File: config.mk
export PLATFORM = sky130hd
export DESIGN_NAME = attention_fetch_scheduler
export DESIGN_NICKNAME = d
export VERILOG_FILES = /design/src/rtl/attention_fetch_scheduler.sv
export SDC_FILE = /design/constraint.sdc
export NUM_CORES = 1
export LEC_CHECK = 0
export ABC_AREA = 1
export CAP_MARGIN = 30
export CORE_MARGIN = 2
export CORE_UTILIZATION = 50
export CTS_BUF_LIST = sky130_fd_sc_hd__clkbuf_4
export DETAILED_ROUTE_END_ITERATION = 12
export HOLD_SLACK_MARGIN = 0.06
export PLACE_DENSITY = 0.79
export SYNTH_ARGS = -nofsm -noshare
export SYNTH_HDL_FRONTEND = slang
export SYNTH_SLANG_ARGS = --single-unit
File: constraint.sdc
create_clock -name clk -period 1.4 [get_ports clk]
set_input_delay 0.35 -clock clk [delete_from_list [all_inputs] [get_ports clk]]
set_output_delay 0.35 -clock clk [all_outputs]
set_load 0.02 [all_outputs]
File: src/rtl/attention_fetch_scheduler.sv
// attention_fetch_scheduler: sequences NUM_PASSES K/Q fetch pairs then one V fetch per job.
// Optional WAIT watchdog enabled by defining SCHED_TIMEOUT_EN.
module attention_fetch_scheduler #(
  parameter int NUM_PASSES     = 2,
  parameter int SETUP_CYCLES   = 2,
  parameter int TIMEOUT_CYCLES = 65535
) (
  input  logic       clk,
  input  logic       rst_n,
  input  logic       job_start,
  input  logic       fetch_done,
  input  logic       fetch_busy,
  output logic       start_fetch,
  output logic       reset_addr_counter,
  output logic [2:0] Buffer_Select,
  output logic       Tiles_Control,
  output logic       busy,
  output logic       job_done,
  output logic [7:0] pass_idx,
  output logic       timeout_err
);
  typedef enum logic [2:0] {IDLE, SETUP, LAUNCH, WAIT, ADVANCE, DONE, ERR} state_t;
  typedef enum logic [1:0] {STEP_K, STEP_Q, STEP_V} step_t;
  localparam logic [2:0] SEL_K = 3'b100;
  localparam logic [2:0] SEL_Q = 3'b011;
  localparam logic [2:0] SEL_V = 3'b101;
  state_t     state;
  step_t      step;
  logic [3:0] setup_cnt;
`ifdef SCHED_TIMEOUT_EN
  logic [15:0] watchdog;
`else
  logic unused_timeout;
  assign unused_timeout = |TIMEOUT_CYCLES;
`endif
  always_ff @(posedge clk) begin
    if (!rst_n) begin
      state              <= IDLE;
      step               <= STEP_K;
      setup_cnt          <= '0;
      start_fetch        <= 1'b0;
      reset_addr_counter <= 1'b0;
      Buffer_Select      <= 3'b000;
      Tiles_Control      <= 1'b0;
      busy               <= 1'b0;
      job_done           <= 1'b0;
      pass_idx           <= '0;
      timeout_err        <= 1'b0;
`ifdef SCHED_TIMEOUT_EN
      watchdog           <= '0;
`endif
    end else begin
      start_fetch <= 1'b0;
      job_done    <= 1'b0;
      case (state)
        IDLE: if (job_start) begin
          state              <= SETUP;
          step               <= STEP_K;
          pass_idx           <= '0;
          setup_cnt          <= '0;
          Buffer_Select      <= SEL_K;
          Tiles_Control      <= 1'b1;
          reset_addr_counter <= 1'b1;
          busy               <= 1'b1;
        end
        SETUP: if (setup_cnt == 4'(SETUP_CYCLES - 1)) begin
          state              <= LAUNCH;
          reset_addr_counter <= 1'b0;
        end else setup_cnt <= setup_cnt + 4'd1;
        LAUNCH: if (!fetch_busy) begin
          start_fetch <= 1'b1;
          state       <= WAIT;
`ifdef SCHED_TIMEOUT_EN
          watchdog    <= '0;
`endif
        end
        WAIT: begin
          // a done coincident with the launch pulse belongs to an earlier fetch
          if (!start_fetch && fetch_done) state <= ADVANCE;
`ifdef SCHED_TIMEOUT_EN
          else if (watchdog == 16'(TIMEOUT_CYCLES - 1)) begin
            state       <= ERR;
            timeout_err <= 1'b1;
            busy        <= 1'b0;
          end else watchdog <= watchdog + 16'd1;
`endif
        end
        ADVANCE: begin
          setup_cnt          <= '0;
          state              <= SETUP;
          reset_addr_counter <= (step == STEP_K) && (pass_idx == '0);
          if (step == STEP_K) begin
            step          <= STEP_Q;
            Buffer_Select <= SEL_Q;
            Tiles_Control <= 1'b0;
          end else if (step == STEP_Q && pass_idx < 8'(NUM_PASSES - 1)) begin
            step          <= STEP_K;
            pass_idx      <= pass_idx + 8'd1;
            Buffer_Select <= SEL_K;
            Tiles_Control <= 1'b1;
          end else if (step == STEP_Q) begin
            step          <= STEP_V;
            Buffer_Select <= SEL_V;
            Tiles_Control <= 1'b0;
          end else begin
            state    <= DONE;
            job_done <= 1'b1;
          end
        end
        DONE: begin
          state <= IDLE;
          busy  <= 1'b0;
        end
        default: ;
      endcase
    end
  end
endmodule

==> impl_results.md <==
* Antenna violations before repair at 0
* CTS tree: built
* Crit Path Class: reg -> out
* CP max stage cell: dfxtp_1
* Synth warn at 0
* Worst-skew pair later-pin latency at 0.32 ns
* Status: finished, final reports clean
* Initial Utilization at 52.9%
* Crit start category: register
* Max-cap violation count at 0
* Clock transition at the registers of the reported paths at 0.12 ns
* Worst setup EP type: primary output
* Total Routed Length at 2450 um
* Worst Path Buf+Inv at 1
* WP data arrival at 1.01 ns
* Pwr dens at 1560 nW/um^2
* Critical path cell sequence: clkdlybuf4s15_1
* Setup violators final at 0
* Unique masters post-synth at 24
* Fraction of layout cells with a size suffix above 1 at 20.4%
* Post-route insts no fill at 214
* Sequential fraction of the synthesis area at 41.5%
* Drt wl/cell at 11.4 um
* Cells after DPL at 211
* Pin count of the biggest net entering global routing at 13
* Via count at 1072
* Final Instance Area at 1470 um^2
* Die ar. at 2720 um^2
* Gr usage total at 20.4%
* Site Rows at 17
* Die height at 52.1 um
* Final Hold Fails at 0
* Drt pass-1 iters at 4
* Core Util, Final at 67.2%
* Placed standard-cell area at 1430 um^2
* Critical Path Fanout Max at 3
* Clock buffer count from CTS at 3
* # IOs at 22
* Die W at 52.1 um
* RSZ-0062 raised after global routing: yes
* Worst Hold Class: reg -> reg
* Clk sink count at 24
* Antenna cells at 0
* Root buf cell: clkbuf_4
* Critical Path Max Stage Delay at 0.38 ns
* Grt ovf at 0
* # port buffers at 20
* Final ANT Viol Nets at 0
* DRC viols at 0
* Syn_nets at 170
* FILL cells at 169
* Area growth syn-to-layout at 27.1%
* Gp weighted congestion at 0.757
* Fmax achieved at 734 MHz
* H-tree Lvls at 1
* Nets at 197
* Post-synthesis cell area at 1160 um^2
* Mapped Avg Cell Area at 7.20 um^2
* Final Skew at 0.00850 ns
* Commonest non-fill, non-tap cell in the layout: nand2_1
* Core box area at 2190 um^2
* First-pass GRT wire length at 4130 um
* Syn Inst Count at 161
* Min cycle time layout at 1.36 ns
* CP top delay family: flip-flops
* Peak supply drop at 1.04 mV
* Req. time, crit path at 1.05 ns
* Most frequent cells in the layout: 35 x nand2_1, 20 x inv_1, 20 x nor2_1, 18 x dfxtp_1, 12 x a21oi_1
* Count of pins over their slew limit at 0
* Initial DRC count at 19
* CTS max path bufs at 2
* Number of global-route vias before repair at 1051
* Post-CTS setup buffers at 0
* Number of synthesized register bits at 24
* DP Wirelength at 1870 um
* P_leak at 0.000666 uW
* Tcrit/Tclk final at 97.4%
* Avg Vias per Cell at 5.01
## registers in the layout, summed over array words and instances, names as in the netlist
| signal | flops |
|---|---|
| Buffer_Select | 3 |
| pass_idx | 8 |
| busy | 1 |
| start_fetch | 1 |
| setup_cnt | 4 |
| step | 1 |
| job_done | 1 |
| reset_addr_counter | 1 |
| state | 3 |
| Tiles_Control | 1 |
## where the power goes
part,leakage [uW],switching [uW],total [uW],internal (uW)
Clock,0.0000138,202,303,101
Combinational,0.000454,666,1080,414
Sequential,0.000198,106,920,814
Total,0.000666,974,2300,1330
## stage by stage
step,power (uW),setup slack [ns],hold slack (ns),setup TNS [ns]
global placement,1930,-0.168,0.440,-2.51
floorplan,1650,0.0313,0.427,0
detailed placement,1960,-0.243,0.447,-3.11
finish,2300,0.0370,0.466,0
CTS,2220,0.00532,0.461,0
global route,2480,-0.0150,0.479,-0.0207
## cells in the mapped netlist
master / count / area, um^2
nor2_1: 21 / 78.8
nor2_4: 2 / 22.5
nand2_4: 2 / 22.5
conb_1: 1 / 3.75
nor3_1: 3 / 15.0
a21oi_4: 1 / 16.3
o21ai_0: 5 / 25.0
inv_2: 2 / 7.51
nand2_1: 36 / 135
o22ai_1: 1 / 6.26
nor2_2: 2 / 12.5
nand2_2: 2 / 12.5
nor4_1: 1 / 6.26
o21ai_2: 1 / 8.76
ha_1: 4 / 50.1
inv_1: 21 / 78.8
a21oi_1: 13 / 65.1
o31ai_1: 1 / 7.51
buf_4: 2 / 15.0
dfxtp_1: 24 / 480
nand3_1: 11 / 55.1
clkbuf_1: 2 / 7.51
o211ai_1: 2 / 15.0
buf_6: 1 / 11.3
## final cells by class
class / instances / area (um^2) / share of cell area [%]
timing repair buffer: 27 / 244 / 16.6
tap: 28 / 35.0 / 2.38
multi-input combinational: 109 / 594 / 40.4
clock buffer: 3 / 22.5 / 1.53
sequential: 24 / 490 / 33.3
inverter: 23 / 86.3 / 5.86
## worst paths after layout
path / slack (ns) / endpoint / cells past startpoint / start
setup / recovery: 0.04 / pass_idx[7] / 1 / pass_idx[7]$_SDFFE_PN0P_
hold / removal: 0.47 / pass_idx[3]$_SDFFE_PN0P_ / 2 / pass_idx[3]$_SDFFE_PN0P_
setup reg to reg: 0.10 / pass_idx[1]$_SDFFE_PN0P_ / 10 / pass_idx[0]$_SDFFE_PN0P_
hold reg to reg: 0.47 / pass_idx[3]$_SDFFE_PN0P_ / 2 / pass_idx[3]$_SDFFE_PN0P_
## metal layers
layer,global-route usage [%],share of wire [%]
met2,38.4,50
met5,0,0
met1,21.8,44
met3,3.16,4.3
met4,9.83,1.8
## repair_timing
action / 4_1_cts / 5_1_grt
pin swaps: 0 / 3
gates cloned: 0 / 0
hold buffers: 0 / 0
endpoints found under the setup margin: 16 / 27
gates resized for setup: 16 / 26
## kinds of logic after synthesis
family                     synth area share, %
AOI/OAI and AO/OA                         12.4
adders and majority gates                 4.32
buffers and inverters                     10.4
DFF                                       41.5
other                                    0.324
and+or+nand+nor                           31.1
Note: power is estimated with default switching activity, not from simulation.
